<file path="config.mk">
export PLATFORM = sky130hd
export DESIGN_NAME = acc_ctrl
export DESIGN_NICKNAME = d
export VERILOG_FILES = /design/src/rtl/acc_ctrl_pkg.sv /design/src/rtl/acc_sweep_gen.sv /design/src/rtl/acc_ctrl.sv
export SDC_FILE = /design/constraint.sdc
export NUM_CORES = 1
export LEC_CHECK = 0
export CORE_MARGIN = 3
export CORE_UTILIZATION = 42
export CTS_BUF_LIST = sky130_fd_sc_hd__clkbuf_4 sky130_fd_sc_hd__clkbuf_8
export CTS_CLUSTER_DIAMETER = 200
export DETAILED_ROUTE_END_ITERATION = 12
export PLACE_DENSITY_LB_ADDON = 0.2
export RECOVER_POWER = 100
export SLEW_MARGIN = 20
export SYNTH_ARGS = -nofsm -noshare
export SYNTH_HDL_FRONTEND = slang
export SYNTH_SLANG_ARGS = --single-unit
export TNS_END_PERCENT = 20
</file>
<file path="constraint.sdc">
create_clock -name clock -period 1.65 [get_ports clock]
set_input_delay 0.165 -clock clock [delete_from_list [all_inputs] [get_ports clock]]
set_output_delay 0.165 -clock clock [all_outputs]
set_load 0.1 [all_outputs]
</file>
<file path="src/rtl/acc_ctrl_pkg.sv">
// Shared types and constants for the accumulator controller.
package acc_ctrl_pkg;

    localparam int DW = 4;

    typedef logic [DW-1:0] word_t;

    localparam word_t SEL_NOP     = word_t'(0);
    localparam word_t SWEEP_FIRST = word_t'(1);
    localparam word_t SWEEP_LAST  = word_t'(8);

    typedef enum logic [1:0] {
        ST_IDLE  = 2'd0,
        ST_ISSUE = 2'd1,
        ST_RESP  = 2'd2
    } state_e;

endpackage

</file>
<file path="src/rtl/acc_sweep_gen.sv">
// Opcode sequencer for the sweep operation: walks alu_sel from SWEEP_FIRST
// to SWEEP_LAST, one step per completed ALU slot. Only built when
// ACC_CTRL_SWEEP_EN is defined.
`ifdef ACC_CTRL_SWEEP_EN
module acc_sweep_gen
    import acc_ctrl_pkg::*;
(
    input  logic  clock,
    input  logic  reset,
    input  logic  start_i,  // begin a new sweep at SWEEP_FIRST
    input  logic  step_i,   // current opcode slot has finished
    output word_t sel_o,    // opcode to drive; SEL_NOP when idle
    output logic  last_o    // current opcode is the final one
);

    word_t sel_q, sel_d;

    // Next opcode: restart, advance, or drop back to NOP after the last one.
    always_comb begin
        sel_d = sel_q;
        if (start_i) begin
            sel_d = SWEEP_FIRST;
        end else if (step_i) begin
            sel_d = (sel_q == SWEEP_LAST) ? SEL_NOP : sel_q + word_t'(1);
        end
    end

    // Opcode register.
    always_ff @(posedge clock or posedge reset) begin
        if (reset) begin
            sel_q <= SEL_NOP;
        end else begin
            sel_q <= sel_d;
        end
    end

    assign sel_o  = sel_q;
    assign last_o = (sel_q == SWEEP_LAST);

endmodule
`endif

</file>
<file path="src/rtl/acc_ctrl.sv">
// Accumulator controller: accepts load / ALU commands, drives an external
// combinational ALU for ALU_LAT cycles, captures its result into the
// accumulator and returns the new value over a valid/ready response.
// Optional feature macro ACC_CTRL_SWEEP_EN adds a sweep command that chains
// opcodes 1..8 against one operand and responds once at the end.
module acc_ctrl
    import acc_ctrl_pkg::*;
#(
    parameter int ALU_LAT = 1  // legal 1..4
)(
    input  logic          clock,
    input  logic          reset,
    input  logic          cmd_valid,
    output logic          cmd_ready,
    input  logic          cmd_load,
    input  logic [DW-1:0] cmd_sel,
    input  logic [DW-1:0] cmd_operand,
    output logic [DW-1:0] alu_a,
    output logic [DW-1:0] alu_b,
    output logic [DW-1:0] alu_sel,
    input  logic [DW-1:0] alu_out,
    output logic          rsp_valid,
    input  logic          rsp_ready,
    output logic [DW-1:0] rsp_data,
    output logic [DW-1:0] acc
`ifdef ACC_CTRL_SWEEP_EN
    ,
    input  logic          sweep_start,
    output logic          sweep_busy
`endif
);

    // Cycle counter within one ALU slot; 3 bits covers ALU_LAT up to 4.
    localparam logic [2:0] LAT_LAST = 3'(ALU_LAT - 1);

    state_e     state_q, state_d;
    word_t      acc_q, acc_d;
    word_t      sel_q, sel_d;   // opcode of a single command
    word_t      opb_q, opb_d;   // operand b, zero outside ISSUE
    logic [2:0] cnt_q, cnt_d;
    logic       live_q;         // low until the first edge after reset
    logic       cmd_accept;

`ifdef ACC_CTRL_SWEEP_EN
    logic  busy_q, busy_d;
    logic  sweep_go;
    logic  sweep_begin;
    logic  sweep_step;
    word_t gen_sel;
    logic  gen_last;
`endif

    assign cmd_ready  = live_q && (state_q == ST_IDLE);
    assign cmd_accept = cmd_valid && cmd_ready;

`ifdef ACC_CTRL_SWEEP_EN
    // A real command always takes priority over a sweep request.
    assign sweep_go = cmd_ready && !cmd_valid && sweep_start;
`endif

    // Next-state and datapath update for the command FSM.
    always_comb begin
        // NOTE: every signal gets its hold value first so no path through the case leaves one unassigned (no latches).
        state_d = state_q;
        acc_d   = acc_q;
        sel_d   = sel_q;
        opb_d   = opb_q;
        cnt_d   = cnt_q;
`ifdef ACC_CTRL_SWEEP_EN
        busy_d      = busy_q;
        sweep_begin = 1'b0;
        sweep_step  = 1'b0;
`endif
        unique case (state_q)
            ST_IDLE: begin
                if (cmd_accept) begin
                    if (cmd_load) begin
                        acc_d   = cmd_operand;
                        state_d = ST_RESP;
                    end else if (cmd_sel == SEL_NOP) begin
                        state_d = ST_RESP;
                    end else begin
                        sel_d   = cmd_sel;
                        opb_d   = cmd_operand;
                        cnt_d   = '0;
                        state_d = ST_ISSUE;
                    end
                end
`ifdef ACC_CTRL_SWEEP_EN
                else if (sweep_go) begin
                    opb_d       = cmd_operand;
                    cnt_d       = '0;
                    busy_d      = 1'b1;
                    sweep_begin = 1'b1;
                    state_d     = ST_ISSUE;
                end
`endif
            end
            ST_ISSUE: begin
                if (cnt_q == LAT_LAST) begin
                    acc_d = alu_out;
                    cnt_d = '0;
`ifdef ACC_CTRL_SWEEP_EN
                    if (busy_q) begin
                        sweep_step = 1'b1;
                        if (gen_last) begin
                            opb_d   = '0;
                            state_d = ST_RESP;
                        end
                    end else
`endif
                    begin
                        sel_d   = SEL_NOP;
                        opb_d   = '0;
                        state_d = ST_RESP;
                    end
                end else begin
                    cnt_d = cnt_q + 3'd1;
                end
            end
            ST_RESP: begin
                if (rsp_ready) begin
                    state_d = ST_IDLE;
`ifdef ACC_CTRL_SWEEP_EN
                    busy_d  = 1'b0;
`endif
                end
            end
            default: state_d = ST_IDLE;
        endcase
    end

    // State and datapath registers; reset abandons any operation in flight.
    always_ff @(posedge clock or posedge reset) begin
        if (reset) begin
            state_q <= ST_IDLE;
            acc_q   <= '0;
            sel_q   <= SEL_NOP;
            opb_q   <= '0;
            cnt_q   <= '0;
            live_q  <= 1'b0;
        end else begin
            // NOTE: non-blocking so every register samples the pre-edge values of the others.
            state_q <= state_d;
            acc_q   <= acc_d;
            sel_q   <= sel_d;
            opb_q   <= opb_d;
            cnt_q   <= cnt_d;
            live_q  <= 1'b1;
        end
    end

`ifdef ACC_CTRL_SWEEP_EN
    // Sweep-in-progress flag, held until the response handshake.
    always_ff @(posedge clock or posedge reset) begin
        if (reset) begin
            busy_q <= 1'b0;
        end else begin
            busy_q <= busy_d;
        end
    end

    acc_sweep_gen u_sweep_gen (
        .clock   (clock),
        .reset   (reset),
        .start_i (sweep_begin),
        .step_i  (sweep_step),
        .sel_o   (gen_sel),
        .last_o  (gen_last)
    );

    assign sweep_busy = busy_q;
    assign alu_sel    = busy_q ? gen_sel : sel_q;
`else
    assign alu_sel    = sel_q;
`endif

    assign alu_a     = acc_q;
    assign alu_b     = opb_q;
    assign acc       = acc_q;
    assign rsp_valid = (state_q == ST_RESP);
    assign rsp_data  = (state_q == ST_RESP) ? acc_q : '0;

endmodule
</file>
==> impl_metrics.py <==
metrics = {
    "status": {
        "status": "completed",
    },
    "job": {
        "maxCapViolations": 0,
    },
    "route": {
        "finalWirelength_mm": 2.66,
        "dr.pass1.iters": 4,
        "drtAntennaViolNets": 0,
        "routedWlPerCell_um": 15.3,
        "via_per_inst": 5.47,
        "drtIter0Drc": 12,
        "drc_errors": 0,
        "vias": 952,
    },
    "critical_path": {
        "crit_required_ps": 1480,
        "r2r_cells": 5,
        "critical_path_class": "reg2out",
        "start_kind": "register",
        "cp_cell_sequence": "buf_4 > nor2_1 > and2_2 > buf_12",
        "worst-path-stages": 4,
        "critical-path-top-delay-family": "flip-flops",
        "endpoint_kind": "output port",
        "arrival_ps": 1430,
        "critPathMaxStageDelay_ps": 480,
        "crit_fanout": 8,
        "crit_slowest_cell": "dfrtp_2",
        "crit_start": "state_q[0]",
        "regToRegStartpoint": "cnt_q[0]",
        "crit_buf_inv": 2,
    },
    "timing": {
        "setup_viol": 0,
        "worst_pin_slew_ps": 979,
        "period_minus_slack_ps": 1590,
        "relSlewSlack": 0.347,
        "period_share": 0.965,
        "rsz0062_at_grt": "yes",
        "slew_viol_final": 0,
        "final_hold_viol_count": 0,
        "skew_ps": 6.91,
        "fmax_ghz": 0.628,
    },
    "layout": {
        "layout.nets": 164,
        "fin_area_um2": 1570,
        "area_growth_pct": 41.6,
        "final_cell_mix": "clkbuf_2 (17), dfrtp_1 (16), clkdlybuf4s50_1 (15)",
        "final_layout_size_suffix_gt1_frac": 0.375,
        "final_common_cell": "clkbuf_2",
        "diodes": 0,
    },
    "logic_synthesis": {
        "yosysSeqAreaShare": 0.405,
        "synth_fp_nets": 119,
        "synth_top_area_share": 0.405,
        "synth.avg_cell_area_um2": 11.1,
        "yosys-top-cells-area": "dfrtp_1 (41%), a221o_1 (4.5%), o211a_1 (4.5%)",
        "synth_edf_count": 0,
        "synth_cells": 100,
        "ys_ff_latch": 18,
        "ys.flop_type": "dfrtp_1",
        "synth_cell_types": 37,
        "ys_async_sr_fraction": 1.00,
        "synth_top_cell_by_area": "dfrtp_1",
        "synth_area_um2": 1110,
        "ys_warn_count": 0,
    },
    "cts": {
        "hold_buffers": 0,
        "cts_tree": "built",
        "cts.clk_slew.worst_paths_ps": 110,
        "insertion_delay_ps": 310,
        "htreeDepth": 1,
        "clkSinkCount": 18,
        "clockBufferDepth": 2,
        "cts_inserted_buffers": 3,
        "root_buffer": "clkbuf_4",
    },
    "floorplan": {
        "start_util": 0.444,
        "placementRows": 18,
        "fp.coreArea_um2": 2500,
        "die_h_um": 57.4,
        "pin_count": 39,
        "die_area_um2": 3300,
        "dieWidth_um": 57.4,
    },
    "placement": {
        "dp_hpwl_mm": 2.13,
        "gp_congestion": 0.733,
        "portBuffers": 38,
        "place_area_um2": 1790,
    },
    "global_route": {
        "overflow": 0,
        "grt_pass1_vias": 991,
        "grt_use_total": 0.180,
        "grt_max_degree": 19,
        "antenna_found_initial": 0,
        "grt_pass1_wl_mm": 4.51,
    },
    "hold_path": {
        "min-delay-start": "rsp_ready",
        "hold_class": "in2reg",
        "hold_path_depth": 3,
    },
}
## layout make-up
type,count,area (um2)
Clock buffer,4,36.3
Tap cell,30,37.5
Fill cell,210,927
Inverter,5,18.8
Multi-Input combinational cell,67,591
Timing Repair Buffer,50,437
Sequential cell,18,453
## worst paths after layout
kind | endpoint | slack [ps]
setup / recovery | cmd_ready | 60
hold reg to reg | cnt_q[0] | 560
hold / removal | state_q[1] | 480
setup reg to reg | acc[3] | 90
min in group asynchronous | state_q[0] | 570
max in group asynchronous | state_q[1] | 420
## layer usage
metal  up-vias  GRT usage  part of all wire
met5         -          0                 0
met4         0      0.113             0.026
met3         7     0.0520             0.049
met2        23      0.303              0.52
met1       461      0.197              0.40
li1        461          -                 -
## per-stage QoR
step	hold WS [ps]	TNS, ps	std cells	util	worst slack [ps]
5_1_grt	479	-26.8	174	0.629	-21.6
4_1_cts	151	0	174	0.730	3.64
3_3_place_gp	500	0	170	0.715	51.8
3_5_place_dp	505	0	170	0.715	19.1
2_1_floorplan	104	-241	100	-	-60.2
6_report	476	0	174	0.629	57.7
## sequential cells by signal, indices dropped and copies added (netlist names)
name,flops
acc,4
alu_sel,4
live_q,1
cnt_q,3
alu_b,4
state_q,2
## cell usage after synthesis (2+ instances only)
| cell | count |
|---|---|
| o211ai_1 | 3 |
| ha_1 | 2 |
| dfrtp_1 | 18 |
| mux2_1 | 4 |
| nand4_1 | 3 |
| nor2_1 | 2 |
| a221o_1 | 5 |
| nor2b_1 | 4 |
| o211a_1 | 5 |
| nand2_1 | 2 |
| nand3_1 | 8 |
| and2_1 | 5 |
| mux2_2 | 4 |
| buf_4 | 6 |
| buf_2 | 2 |
| inv_1 | 5 |
| o311ai_1 | 2 |
## cell families (layout without fill, tap and decap cells)
| group | after synthesis | after routing | share of synthesized area |
|---|---|---|---|
| DFF | 18 | 18 | 0.405 |
| adders and majority gates | 2 | 2 | 0.0225 |
| and+or+nand+nor | 32 | 32 | 0.217 |
| muxes | 8 | 8 | 0.0811 |
| AOI/OAI and AO/OA | 24 | 24 | 0.190 |
| buffers and inverters | 15 | 59 | 0.0800 |
| other | 1 | 1 | 0.00338 |
## what timing repair did
item | 4_1_cts | 5_1_grt
endpoints found under the setup margin | 0 | 9
gates resized for setup | 0 | 2
setup buffers | 0 | 0
## worst min-delay path: cells and delay by family
kind	cells	cell delay [ps]
compound gates	2	140
buf+inv	1	450
Power is not shown: default switching activity piles up to over one toggle a cycle in this logic, so the estimate is an artifact.
